### config.mk
export PLATFORM = sky130hd
export DESIGN_NAME = fetch_buffer
export DESIGN_NICKNAME = d
export VERILOG_FILES = /design/src/rtl/risco5_fetch_pkg.sv /design/src/rtl/fetch_buffer_sync_fifo.sv /design/src/rtl/fetch_buffer.sv
export SDC_FILE = /design/constraint.sdc
export NUM_CORES = 1
export LEC_CHECK = 0
export BUFFER_PORTS_ARGS = -buffer_cell sky130_fd_sc_hd__buf_2
export CORE_AREA = 2 2 175 177
export DETAILED_ROUTE_END_ITERATION = 16
export DIE_AREA = 0 0 177 179
export SLEW_MARGIN = 20
export SYNTH_ARGS = -nofsm -noshare
export SYNTH_HDL_FRONTEND = slang
export SYNTH_SLANG_ARGS = --single-unit
### constraint.sdc
create_clock -name clk -period 7.5 [get_ports clk]
set_input_delay 2.25 -clock clk [delete_from_list [all_inputs] [get_ports clk]]
set_output_delay 2.25 -clock clk [all_outputs]
set_load 0.03 [all_outputs]
### src/rtl/risco5_fetch_pkg.sv
// Shared fetch-path types: the entry stored per fetched instruction and the canonical NOP.
package risco5_fetch_pkg;

    typedef struct packed {
        logic [31:0] pc;
        logic [31:0] instr;
    } fetch_entry_t;

    localparam logic [31:0] INSTR_NOP = 32'h0000_0013;

endpackage

### src/rtl/fetch_buffer_sync_fifo.sv
// sync_fifo: single-clock FIFO with flush and occupancy count; head is read asynchronously
// so a pushed entry is visible at the output the cycle after it is written.
module sync_fifo #(
    parameter int WIDTH = 64,
    parameter int DEPTH = 4
) (
    input  logic                     clk,
    input  logic                     reset,
    input  logic                     flush,
    input  logic                     push,
    input  logic [WIDTH-1:0]         push_data,
    input  logic                     pop,
    output logic [WIDTH-1:0]         pop_data,
    output logic [$clog2(DEPTH):0]   count
);
    localparam int AW = $clog2(DEPTH);
    localparam int CW = AW + 1;
    localparam logic [CW-1:0] FULL_COUNT = CW'(DEPTH);

    logic [WIDTH-1:0] mem_array [DEPTH];
    logic [AW-1:0]    wr_ptr_reg;
    logic [AW-1:0]    rd_ptr_reg;
    logic [CW-1:0]    count_reg;
    logic             do_push;
    logic             do_pop;

    assign do_push  = push && !flush && (count_reg != FULL_COUNT);
    assign do_pop   = pop && !flush && (count_reg != '0);
    assign pop_data = mem_array[rd_ptr_reg];
    assign count    = count_reg;

    // Storage carries no reset; validity is tracked purely by the pointers and count.
    always_ff @(posedge clk) begin
        if (do_push) begin
            mem_array[wr_ptr_reg] <= push_data;
        end
    end

    always_ff @(posedge clk or posedge reset) begin
        if (reset) begin
            wr_ptr_reg <= '0;
            rd_ptr_reg <= '0;
            count_reg  <= '0;
        end else if (flush) begin
            wr_ptr_reg <= '0;
            rd_ptr_reg <= '0;
            count_reg  <= '0;
        end else begin
            if (do_push) wr_ptr_reg <= wr_ptr_reg + AW'(1);
            if (do_pop)  rd_ptr_reg <= rd_ptr_reg + AW'(1);
            case ({do_push, do_pop})
                2'b10:   count_reg <= count_reg + CW'(1);
                2'b01:   count_reg <= count_reg - CW'(1);
                default: count_reg <= count_reg;
            endcase
        end
    end

endmodule

### src/rtl/fetch_buffer.sv
// Instruction fetch buffer: sequential prefetch into a small FIFO with redirect flush.
// Define FETCH_BUFFER_BYPASS_EN to forward a response arriving into an empty FIFO straight to the core.
module fetch_buffer
    import risco5_fetch_pkg::*;
#(
    parameter int          DEPTH        = 4,
    parameter logic [31:0] RESET_VECTOR = 32'h0000_0000
) (
    input  logic        clk,
    input  logic        reset,
    output logic [31:0] mem_address,
    output logic        mem_read,
    input  logic [31:0] mem_read_data,
    output logic        instruction_valid,
    output logic [31:0] instruction_data,
    output logic [31:0] instruction_pc,
    input  logic        instruction_ready,
    input  logic        redirect,
    input  logic [31:0] redirect_address
);
    localparam int CW = $clog2(DEPTH) + 1;
    localparam logic [CW-1:0] FULL_COUNT = CW'(DEPTH);

    logic [31:0]  fetch_pc_reg;
    logic [31:0]  pending_pc_reg;
    logic         inflight_reg;
    logic [CW-1:0] fifo_count;
    logic         fifo_empty;
    logic         fifo_push;
    logic         fifo_pop;
    logic         resp_valid;
    logic         issue;
    fetch_entry_t resp_entry;
    fetch_entry_t head_entry;
    fetch_entry_t out_entry;

    // A response landing in a redirect cycle belongs to the old stream and is discarded.
    assign resp_valid = inflight_reg && !redirect;
    assign resp_entry = '{pc: pending_pc_reg, instr: mem_read_data};
    assign fifo_empty = (fifo_count == '0);

    // inflight is at most 1, so count + inflight never exceeds DEPTH.
    assign issue       = !reset && (redirect || ((fifo_count + CW'(inflight_reg)) < FULL_COUNT));
    assign mem_read    = issue;
    assign mem_address = (redirect && !reset) ? redirect_address : fetch_pc_reg;

    always_comb begin
        out_entry         = head_entry;
        instruction_valid = 1'b0;
        fifo_push         = 1'b0;
        fifo_pop          = 1'b0;
`ifdef FETCH_BUFFER_BYPASS_EN
        if (resp_valid && fifo_empty) begin
            out_entry = resp_entry;
        end
        instruction_valid = !reset && !redirect && (!fifo_empty || resp_valid);
        fifo_pop          = !reset && !redirect && !fifo_empty && instruction_ready;
        fifo_push         = resp_valid && !(fifo_empty && instruction_ready);
`else
        instruction_valid = !reset && !redirect && !fifo_empty;
        fifo_pop          = instruction_valid && instruction_ready;
        fifo_push         = resp_valid;
`endif
    end

    assign instruction_data = out_entry.instr;
    assign instruction_pc   = out_entry.pc;

    // Memory answers exactly one cycle after a request, so inflight simply mirrors the last issue.
    always_ff @(posedge clk or posedge reset) begin
        if (reset) begin
            fetch_pc_reg   <= RESET_VECTOR;
            pending_pc_reg <= RESET_VECTOR;
            inflight_reg   <= 1'b0;
        end else begin
            inflight_reg <= issue;
            if (issue) begin
                pending_pc_reg <= mem_address;
                fetch_pc_reg   <= mem_address + 32'd4;
            end
        end
    end

    sync_fifo #(
        .WIDTH ($bits(fetch_entry_t)),
        .DEPTH (DEPTH)
    ) u_fifo (
        .clk       (clk),
        .reset     (reset),
        .flush     (redirect),
        .push      (fifo_push),
        .push_data (resp_entry),
        .pop       (fifo_pop),
        .pop_data  (head_entry),
        .count     (fifo_count)
    );

endmodule

After elaboration in Yosys (flattened, before gate mapping)
Memory sizes are Yosys's and may differ from the RTL's.
Cells that the tools add are included.

word-level totals
  RAM bits = 256
  word-level logic and storage cells = 45
  memories kept = 1
  input bits = 68
  register bits after elaboration = 72

operators by class
  equality and inequality tests = 3
  add/subtract/negate cells = 6
  $lt $le $gt $ge = 1
  reductions and logical operators = 19
  multiplexer cells = 9

memories
  name              depth  width  read ports  clocked after memory_dff  wr ports  RTL line                      text
  u_fifo.mem_array  4      64     1           0                         1         fetch_buffer_sync_fifo.sv:20  logic [WIDTH-1:0] mem_array [DEPTH];

operators by type and width
  operator                                              number
  adder 32 x 3 -> 32 bit (second input constant)        1
  2-to-1 mux 32 bit                                     1
  logical AND 1 bit                                     10
  2-to-1 mux 2 bit                                      4
  one-hot mux 3 bit (2 select lines)                    1
  nonzero test 3 bit                                    2
  adder 2 x 1 -> 2 bit (second input constant)          2
  nonzero test 2 bit                                    2
  adder 3 x 1 -> 3 bit                                  1
  adder 3 x 1 -> 3 bit (second input constant)          1
  zero test 1 bit                                       3
  zero test 3 bit                                       1
  < comparator 3 bit (second input constant)            1
  2-to-1 mux 3 bit                                      1
  inequality test 3 bit (second input constant)         1
  subtractor 3 x 1 -> 3 bit (second input constant)     1
  equality test 2 x 1 -> 1 bit (second input constant)  1
  equality test 2 bit (second input constant)           1
  2-to-1 mux 1 bit                                      2
  logical OR 1 bit                                      1

Logic depth before layout (Yosys ltp)
Gate-level depths: netlist of run 1.

  depth after elaboration = 9
  mapped depth = 14
  gate-level depth less buffers = 10

Cells and area by module
Synthesis of run 1 repeated with hierarchy kept, for this count alone.

unflattened totals
  cells, all modules = 813
  area total of the unflattened synthesis = 13521.7 um2

by module, submodules not included
  module        sequential area each (um2)  instances  area each (um2)  cells an instance
  sync_fifo     7862.5                      1          9715.6           391
  fetch_buffer  1576.5                      1          3806.2           422

Least setup slack after synthesis of run 1
Ideal clock, no wire load.

  path kind = input to output
  start point = input reset
  end point = output mem_read
  data arrival time = 4.834 ns
  path slack = 0.416 ns
  data required time = 5.250 ns
  stages on the path = 4
  buffers on the path = 1
  path through = inv_1 o21ai_1 inv_1 clkbuf_1

on the way
  cells in the longest elaborated chain, start to end = 2

ends and longest elaborated chain
  item                       RTL line            text
  start: declaration         fetch_buffer.sv:10  input logic reset,
  zero test 1 bit (no line)  --
  logical AND 1 bit          fetch_buffer.sv:43  assign issue = !reset && (redirect || ((fifo_count + CW'(inflight_reg)) < FULL_COUNT));
  end: declaration           fetch_buffer.sv:12  output logic mem_read,

No other way between the ends.

Worst setup path in the final report of run 1
  start point = input redirect
  end point = output mem_address[4]

on the way
  cells in the longest elaborated chain, start to end = 2

ends and longest elaborated chain
  item                RTL line            text
  start: declaration  fetch_buffer.sv:18  input logic redirect,
  logical AND 1 bit   fetch_buffer.sv:45  assign mem_address = (redirect && !reset) ? redirect_address : fetch_pc_reg;
  2-to-1 mux 32 bit   fetch_buffer.sv:45
  end: declaration    fetch_buffer.sv:11  output logic [31:0] mem_address,

No other way between the ends.

==> metrics.md, run 1 <==
| Metric | Value |
|---|---|
| Crit-path max FO | 26 |
| Pwr Total | 4.64 mW |
| Fmax | between 150 and 200 MHz |
| Uppermost layer routed | met4 |
| WL met3 | between 1500 and 2000 µm |
| Min-Delay Startpoint | fetch_pc_reg[5]$_DFFE_PP0P_ |
| Met2 Routed Length | around 14000 µm |
| Post-route ant nets | 0 |
| Ports | 166 |
| Leakage | a little under 6 nW |
| Mapped Area | 13200 µm² |
| Total gr overflow | 0 |
| Maximum vdd drop | 180 µV |
| Reg2Reg Setup Slack | 4.91 ns |
| Flop pwr share | 48.7% |
| Core area | roughly 30000 µm² |
| PwrDens | between 200 and 300 nW/µm² |
| Ant. Diodes | 0 |
| Setup repair bufs after CTS | 0 |
| Clk sink count | 326 |
| Rows | between 60 and 70 |
| Detailed placer's ending HPWL | between 15000 and 20000 µm |
| YS warnings | 0 |
| Hold WC Path Type | flop to flop |
| Worst r2r src | fetch_pc_reg[3]$_DFFE_PP0P_ |
| Vias in the first global route | 7621 |
| Avg Inst Size Synth | approximately 16 µm² |
| Cell variety after synth | 50 |
| Setup crit start | redirect |
| Synth Register Bits | roughly 330 |
| Starting Density | about 44% |
| Comb power frac | ~14% |
| Clk_skew | between 0.02 and 0.025 ns |
| TritonCTS buffer count | 36 |
| First-pass GRT wire length | 43500 µm |
| Async SR Flop Fraction | 21.5% |
| DR vias | ~7400 |
| Drt first pass iters | 5 |
| Crit. End Element | output pin |
| Proportion of layout cells with a drive suffix above 1 | 31.1% |
| Clock-pin slew on the worst setup and hold paths | 0.05 ns |
| Maxcap violations | 0 |
| H-tree levels | 2 |
| Total wire length | roughly 28000 µm |
| Most frequent cells in the layout | edfxtp_1 (256), nand2_1 (185), buf_2 (165), dfrtp_1 (68), mux4_2 (64) |
| Crit Path Class | input port to output pin |
| Area Growth Syn to Fin | 18.5% |
| Vias/cell | around 5.2 |
| Crit path DAT | a little over 4 ns |
| Worst Tran Pin Value | roughly 1.1 ns |
| Clk buf depth | 3 |
| Initial antenna violation count | 0 |
| Largest net degree at the start of global routing | 95 |
| DRC viols | 0 |
| Hold_buf cts | 0 |
| Post-cts sizing count | 0 |
| Final nets | about 1100 |
| Synth Flop Type | edfxtp_1 |
| CTS tree | yes |
| Worst-Skew Late Latency | ~0.51 ns |
| Met1 wire length | between 10000 and 15000 µm |
| Commonest non-fill, non-tap cell in the layout | edfxtp_1 |
| IO buf count | ~170 |
| Cells after Synth | slightly above 800 |
| 1st-iter DRT viols | 497 |
| Chip width | about 180 µm |
| Slew HR | between 20% and 30% |
| Largest register FFs | around 260 |
| Data required, critical path | around 5.3 ns |
| Switching Share | between 20% and 30% |
| RSZ-0062 raised after global routing | false |
| Synth Net Count | just under 900 |
| Seq/Total Area, Yosys | ~71% |
| GRT Overall Usage | about 18% |
| Max Transition Viols Final | 0 |
| Internal | 3.42 mW |
| Die Height | 179 µm |
| Fin crit period | approximately 6.3 ns |
| Final setup violation count | 0 |
| Setup_tns | 0 ns |
| CTS Root Buffer Type | clkbuf_16 |
| Final period util | roughly 84% |
| Switching power | about 1.2 mW |
| Worst setup SP type | input port |
| Status | finished, final reports clean |
| GPL Wtd Cong | just over 0.8 |
| Die area | 31700 µm² |
| Final Hold Fails | 0 |
| WL per Instance | between 15 and 20 µm |
| Clock power share | between 30% and 40% |
| EDFF count, synth | approximately 260 |
==> cell families (layout without fill, tap and decap cells) <==
| kind of cell | Yosys count | after routing | synth area share (%) |
|---|---|---|---|
| flops | 326 | 326 | 71.3 |
| simple gates | 259 | 259 | 8.72 |
| mux | 95 | 95 | 13.4 |
| compound gates | 54 | 54 | 2.62 |
| buf+inv | 51 | 256 | 1.69 |
| xor+xnor | 25 | 25 | 1.65 |
| fa+ha+maj | 6 | 6 | 0.624 |
==> routing by layer <==
metal	GRT usage, %	vias to the layer above
met5	0	-
met4	3.86	0
met3	3.71	33
met2	29.6	211
met1	25.3	3705
li1	-	3416
==> worst max-delay path, stage by stage <==
cell     delay, ns
buf_2         0.27
nor2b_4       0.74
buf_4         0.30
nand2_1       0.07
nand2_1       0.05
buf_4         0.15
buf_2         0.20
==> cell type report <==
type                            count  area, µm²
Clock buffer                       55       1060
Clock inverter                     10        109
Fill cell                        2519      14300
Inverter                           16       60.1
Multi-Input combinational cell    439       3610
Sequential cell                   326       9450
Tap cell                          396        495
Timing Repair Buffer              175        901
==> per-stage QoR <==
stage | hold slack (ns) | area, µm² | std cells | setup slack, ns | util (%)
CTS | 0.490 | 15700 | 1417 | 1.17 | 52.2
floorplan | 0.443 | 13200 | 816 | 0.416 | -
global route | 0.522 | 15700 | 1417 | 1.02 | 52.2
detailed placement | 0.476 | 14500 | 1352 | 1.17 | 48.3
finish | 0.486 | 15700 | 1417 | 1.18 | 52.2
global placement | 0.467 | 14500 | 1352 | 1.18 | 48.3
==> cells in the mapped netlist (4+ instances only) <==
master	count	area (µm²)
nand2_1	185	694
o21ai_1	5	25.0
xor2_1	4	35.0
mux2_2	5	56.3
and2_1	7	43.8
a31oi_1	5	31.3
a21oi_1	5	25.0
clkbuf_1	18	67.6
ha_1	5	62.6
buf_1	5	18.8
nor3_1	8	40.0
o31ai_1	6	45.0
mux4_2	64	1440
mux2i_1	23	230
nor2_1	23	86.3
dfrtp_1	70	1750
inv_1	15	56.3
xnor2_1	21	184
edfxtp_1	256	7690
and3_1	11	68.8
buf_2	8	40.0
o21ai_0	25	125
==> path summary, 6_finish.rpt <==
check | endpoint | depth (start not counted)
min in group asynchronous | fetch_pc_reg[26]$_DFFE_PP0P_ | 3
max reg2reg | fetch_pc_reg[26]$_DFFE_PP0P_ | 9
min reg2reg | fetch_pc_reg[5]$_DFFE_PP0P_ | 2
max | mem_address[4] | 7
min | fetch_pc_reg[5]$_DFFE_PP0P_ | 2
max in group asynchronous | u_fifo.rd_ptr_reg[0]$_DFFE_PP0P_ | 3
==> power by group through the flow <==
stage	combinational, mW	clock (mW)	sequential, mW
detailed placement	0.671	0	2.30
global route	0.725	1.84	2.29
global placement	0.666	0	2.29
CTS	0.673	1.77	2.26
floorplan	0.482	0	2.25
finish	0.661	1.72	2.26
Power figures use the tool's default switching activity.
==> inputs of run 2 (changes only) <==
==> constraint.sdc (replaced) <==
create_clock -name clk -period 6.27 [get_ports clk]
set_input_delay 1.881 -clock clk [delete_from_list [all_inputs] [get_ports clk]]
set_output_delay 1.881 -clock clk [all_outputs]
set_load 0.03 [all_outputs]
==> run 2 against run 1 <==
Against the previous run:
- critical path depth down 1
- combinational power up 20%
- flip-flop and latch count unchanged
- critical path type unchanged
- highest routed layer is now met5
- total power up 19%
- die area unchanged
- final area down 0.18%
- count of clock-buffer cells in the layout down 6
- worst hold slack worse by 0.0093 ns
==> metrics.md, run 2 (synthesis gave the netlist of run 1 again) <==
| Metric | Value |
|---|---|
| Final nets | 1068 (unchanged) |
| First-pass GRT wire length | 43400 µm (-0.37%) |
| DRC viols | 0 (unchanged) |
| Fmax | 182 MHz |
| Crit. End Element | output pin |
| Max incr delay on CP | 0.51 ns (-0.23 ns) |
| Worst setup SP type | input port |
| WL per Instance | 19.7 µm (-0.48%) |
| IO buf count | 165 (unchanged) |
| Rows | 64 (unchanged) |
| Initial antenna violation count | 7 (+7) |
| GPL Wtd Cong | 0.869 (+5.6%) |
| Commonest non-fill, non-tap cell in the layout | edfxtp_1 |
| Clk_skew | 0.0130 ns (-0.0101 ns) |
| Ports | 166 (unchanged) |
| Post-Layout Cell Count | 1417 (unchanged) |
| Slowest cell on crit path | nor2b_4 |
| Core area | 30000 µm² (unchanged) |
| Hold WC Path Type | flop to flop |
| Clk sink count | 326 (unchanged) |
| Vias in the first global route | 7556 (-0.85%) |
| Clock-pin slew on the worst setup and hold paths | 0.06 ns (about the same) |
| GR peak layer | met2 |
| Drt first pass iters | 4 (-1) |
| Starting Density | 44.1% (unchanged) |
| Post-route ant nets | 0 (unchanged) |
| PwrDens | 352 nW/µm² (+19%) |
| Data required, critical path | 4.39 ns (-0.86 ns) |
| TritonCTS buffer count | 35 (-2.8%) |
| Slew HR | 29.8% (+0.91 points) |
| Largest net degree at the start of global routing | 95 (unchanged) |
| Fillers | 2527 (+0.32%) |
| GRT met1 Usage | 24.9% (-0.44 points) |
| Largest register FFs | 256 (unchanged) |
| Placed cells | 1353 (+0.074%) |
| Die Height | 179 µm (unchanged) |
| H-tree levels | 2 (unchanged) |
| Status | finished, final reports clean |
| Setup_tns | 0 ns (unchanged) |
| Worst-Skew Late Latency | 0.51 ns (about the same) |
| Hold_buf cts | 0 (unchanged) |
| Area Growth Syn to Fin | 18.3% |
| 1st-iter DRT viols | 469 (-5.6%) |
| Met2 GRT Util | 29.0% (-0.55 points) |
| Proportion of layout cells with a drive suffix above 1 | 31.1% (-0.037 points) |
| Maxcap violations | 0 (unchanged) |
| Final setup violation count | 0 (unchanged) |
| Maximum vdd drop | 159 µV (-12%) |
| Critical-path cell list | buf_2 > nor2b_4 > buf_4 > mux2i_1 > inv_1 > buf_2 |
| Final Hold Fails | 0 (unchanged) |
| Fin crit period | roughly 5.5 ns |
| DR vias | 7417 (+0.71%) |
| Die area | 31700 µm² (unchanged) |
| Total wire length | 28000 µm (-0.48%) |
| Worst Tran Pin Value | 1.05 ns (-0.0136 ns) |
| Chip width | 177 µm (unchanged) |
| Final period util | between 80% and 90% |
| Family with the most delay on the worst path | buffers and inverters |
| GRT Overall Usage | 18.0% (-0.086 points) |
| RSZ-0062 raised after global routing | false |
| CTS tree | yes |
| Most frequent CP cell | buf_2 |
| Crit Path Class | input port to output pin |
| Met3 Usage GRT | 4.22% (+0.51 points) |
| Clk buf depth | 3 (unchanged) |
| Leakage | 5.90 nW (-0.44%) |
| Crit path DAT | 3.60 ns (-0.47 ns) |
| CP bufs+invs | 4 (unchanged) |
| Post-cts sizing count | 0 (unchanged) |
| CTS Root Buffer Type | clkbuf_16 |
| Crit-path max FO | 14 (-46%) |
| Total gr overflow | 0 (unchanged) |
| Max Transition Viols Final | 0 (unchanged) |
| Detailed placer's ending HPWL | 17300 µm (+0.85%) |
| Vias/cell | 5.23 (+0.71%) |
| Most frequent cells in the layout | edfxtp_1 (256), nand2_1 (185), buf_2 (165), dfrtp_1 (68), mux4_2 (64) |
| Setup repair bufs after CTS | 0 (unchanged) |
[run 2: cell types whose count changed in the layout (fill, tap and decap cells not counted)]
cell        change
inv_6           +3
clkbuf_1        -2
clkbuf_16       -2
clkbuf_8        -2
clkinv_2        -2
clkinvlp_4      +2
diode_2         +2
buf_4           +1
bufinv_16       +1
clkinv_1        +1
clkinv_8        -1
inv_2           -1
[run 2: power breakdown]
part / total (mW) / internal, mW / leakage [nW] / switching (mW)
registers: 2.70 / 2.57 / 3.23 / 0.132
logic: 0.790 / 0.265 / 2.12 / 0.524
clock network: 2.02 / 1.22 / 0.550 / 0.803
[run 2: worst min-delay path, stage by stage (launching register included)]
cell	delay [ns]
dfrtp_1	0.34
nand2_1	0.05
o31ai_1	0.06
[run 2: metal layers]
metal	up-vias	routed length (µm)
met5	-	54
met3	49	1910
li1	3431	-
met2	230	13400
met1	3699	12000
met4	8	558
[run 2: final cells by class]
class	count	area, µm²	share of cell area, %
Sequential cell	326	9450	60.3
Timing Repair Buffer	176	908	5.80
Clock buffer	49	980	6.26
Tap cell	396	495	3.16
Antenna cell	2	5.00	0.0320
Inverter	16	63.8	0.407
Multi-Input combinational cell	439	3610	23.1
Clock inverter	13	150	0.959
[run 2: through the flow]
| stage | worst slack [ns] | utilization (%) | hold WS [ns] | instance area [µm²] | total power, mW |
|---|---|---|---|---|---|
| 5_1_grt | 0.641 | 52.2 | 0.510 | 15700 | 5.76 |
| 3_3_place_gp | 0.849 | 48.4 | 0.468 | 14500 | 3.54 |
| 6_report | 0.786 | 52.2 | 0.477 | 15700 | 5.51 |
| 3_5_place_dp | 0.793 | 48.4 | 0.467 | 14500 | 3.55 |
| 2_1_floorplan | 0.595 | - | 0.443 | 13200 | 3.27 |
| 4_1_cts | 0.784 | 52.1 | 0.480 | 15700 | 5.59 |
[run 2: path summary, 6_finish.rpt]
kind | start | to | slack (ns) | depth (start not counted)
setup reg to reg | fetch_pc_reg[3]$_DFFE_PP0P_ | fetch_pc_reg[26]$_DFFE_PP0P_ | 3.71 | 9
hold / removal | fetch_pc_reg[28]$_DFFE_PP0P_ | fetch_pc_reg[28]$_DFFE_PP0P_ | 0.48 | 2
setup / recovery | redirect | mem_address[14] | 0.79 | 6
hold reg to reg | fetch_pc_reg[28]$_DFFE_PP0P_ | fetch_pc_reg[28]$_DFFE_PP0P_ | 0.48 | 2
max in group asynchronous | reset | u_fifo.rd_ptr_reg[1]$_DFFE_PP0P_ | 3.74 | 3
min in group asynchronous | reset | inflight_reg$_DFF_PP0_ | 1.78 | 3
==> inputs of run 3 (changes only) <==
==> constraint.sdc (replaced) <==
create_clock -name clk -period 6.27 [get_ports clk]
set_input_delay 0.627 -clock clk [delete_from_list [all_inputs] [get_ports clk]]
set_output_delay 0.627 -clock clk [all_outputs]
set_load 0.03 [all_outputs]
==> run 3 against run 2 <==
Against the previous run:
- worst hold slack lost 0.14 ns
- sequential share of layout area grew 0.092 points
- critical path type is now flop to output pin
- final area fell by 0.15%
- worst setup slack improved by 1.9 ns
- clock power about the same
- core utilization down 0.079 points
- register-to-register slack better by 0.16 ns
- sequential power about the same
- die area stayed put
- first-iteration DRC count is 18% higher
- largest power group unchanged
==> metrics.md, run 3 (synthesis gave the netlist of run 1 again) <==
| Metric | Value |
|---|---|
| Clock-pin slew on the worst setup and hold paths | 0.06 ns (about the same) |
| Vias in the first global route | 7592 (+0.48%) |
| Crit Path Class | flop to output pin |
| Worst Tran Pin Value | 1.06 ns (+0.00285 ns) |
| Clk_skew | 0.0131 ns (+0.0000900 ns) |
| 1st-iter DRT viols | 552 (+18%) |
| Post-cts sizing count | 0 (unchanged) |
| Fmax | 278 MHz (+53%) |
| CP bufs+invs | 2 (-2) |
| Total wire length | 27800 µm (-0.66%) |
| Total gr overflow | 0 (unchanged) |
| Most frequent cells in the layout | edfxtp_1 (256), nand2_1 (185), buf_2 (165), dfrtp_1 (68), mux4_2 (64) |
| Status | finished, final reports clean |
| Starting Density | 44.1% (unchanged) |
| Fin crit period | 3.59 ns (-1.89 ns) |
| Multi-input gate area | 3610 µm² (unchanged) |
| Largest net degree at the start of global routing | 95 (unchanged) |
| Reg area | 9450 µm² (unchanged) |
| Leakage | 5.90 nW (about the same) |
| CTS Root Buffer Type | clkbuf_16 |
| Initial antenna violation count | 0 (-7) |
| Worst-Skew Late Latency | 0.50 ns (about the same) |
| Clk buf depth | 3 (unchanged) |
| Drt first pass iters | 5 (+1) |
| WHS | 0.342 ns (-0.135 ns) |
| Setup repair bufs after CTS | 0 (unchanged) |
| Chip width | 177 µm (unchanged) |
| Max incr delay on CP | 0.99 ns (+0.48 ns) |
| Detailed placer's ending HPWL | 16700 µm (-3.2%) |
| Slowest cell on crit path | dfrtp_4 |
| Largest register FFs | 256 (unchanged) |
| Ports | 166 (unchanged) |
| CTS tree | yes |
| Final period util | 57.3% (-30 points) |
| DR vias | 7404 (-0.18%) |
| GPL Wtd Cong | 0.870 (+0.13%) |
| PwrDens | 352 nW/µm² (about the same) |
| Slew HR | 29.6% (-0.19 points) |
| Ant. Diodes | 0 (-2) |
| Crit path DAT | 2.97 ns (-0.63 ns) |
| Hold WC Path Type | input port to flop |
| Post-Layout Cell Count | 1416 (-0.071%) |
| Final nets | 1069 (+0.094%) |
| First-pass GRT wire length | 43000 µm (-0.73%) |
| Fillers | 2552 (+0.99%) |
| Hold_buf cts | 0 (unchanged) |
| Setup_tns | 0 ns (unchanged) |
| Clk sink count | 326 (unchanged) |
| Proportion of layout cells with a drive suffix above 1 | 30.8% (-0.32 points) |
| Post-route ant nets | 0 (unchanged) |
| Placed cells | 1352 (-0.074%) |
| Crit. End Element | output pin |
| WL per Instance | 19.6 µm (-0.59%) |
| Commonest non-fill, non-tap cell in the layout | edfxtp_1 |
| Core area | 30000 µm² (unchanged) |
| H-tree levels | 2 (unchanged) |
| Worst setup SP type | flop |
| Maxcap violations | 0 (unchanged) |
| Vias/cell | 5.23 (-0.10%) |
| Area Growth Syn to Fin | 18.1% |
| Rows | 64 (unchanged) |
| Die Height | 179 µm (unchanged) |
| Final Hold Fails | 0 (unchanged) |
| Maximum vdd drop | 183 µV (+15%) |
| Family with the most delay on the worst path | flip-flops |
| Critical-path cell list | buf_4 > mux4_2 > buf_2 |
| TritonCTS buffer count | 37 (+5.7%) |
| DRC viols | 0 (unchanged) |
| Max Transition Viols Final | 0 (unchanged) |
| Die area | 31700 µm² (unchanged) |
| IO buf count | 165 (unchanged) |
| Data required, critical path | 5.64 ns (+1.25 ns) |
| GRT Overall Usage | 17.9% (-0.15 points) |
| RSZ-0062 raised after global routing | false |
| Final setup violation count | 0 (unchanged) |
| Crit-path max FO | 40 (+26) |
[run 3: changes by cell type in the layout (fill, tap and decap cells not counted), sizes merged]
cell	delta
clkinvlp	-2
buf	-1
diode	-2
clkbuf	+1
clkinv	+5
inv	-2
[run 3: final timing paths]
check | slack, ns | to | cells after the start | from
hold / removal | 0.34 | u_fifo.mem_array[0][5]$_DFFE_PP_ | 1 | mem_read_data[5]
setup reg to reg | 3.87 | fetch_pc_reg[26]$_DFFE_PP0P_ | 9 | fetch_pc_reg[3]$_DFFE_PP0P_
max in group asynchronous | 5.06 | u_fifo.rd_ptr_reg[0]$_DFFE_PP0P_ | 3 | reset
hold reg to reg | 0.48 | fetch_pc_reg[5]$_DFFE_PP0P_ | 2 | fetch_pc_reg[5]$_DFFE_PP0P_
setup / recovery | 2.68 | instruction_pc[11] | 3 | u_fifo.rd_ptr_reg[0]$_DFFE_PP0P_
min in group asynchronous | 0.50 | inflight_reg$_DFF_PP0_ | 3 | reset
[run 3: stage by stage]
stage	cell area [µm²]	util [%]	power [mW]	setup WS [ns]
2_1_floorplan	13200	-	3.27	2.43
6_report	15600	52.1	5.51	2.68
3_5_place_dp	14500	48.3	3.55	2.68
5_1_grt	15600	52.1	5.74	2.43
3_3_place_gp	14500	48.3	3.54	2.72
4_1_cts	15600	52.1	5.58	2.53
[run 3: cell type report]
type	instances	area share [%]
clock buffer	50	6.23
clock inverter	14	0.944
inverter	16	0.384
multi-input combinational	439	23.1
sequential	326	60.4
tap	396	3.17
timing repair buffer	175	5.76
[run 3: routing by layer]
layer / wire [µm] / global-route usage (%) / vias up
li1: - / - / 3432
met1: 12500 / 25.0 / 3705
met2: 13000 / 28.7 / 219
met3: 1570 / 3.20 / 48
met4: 719 / 5.44 / 0
met5: 0 / 0 / -
[run 3: power by group]
group          total (mW)  internal (mW)  switching [mW]
Combinational       0.795          0.264           0.531
Clock                2.01           1.21           0.797
Sequential           2.70           2.57           0.132
Total                5.51           4.05            1.46
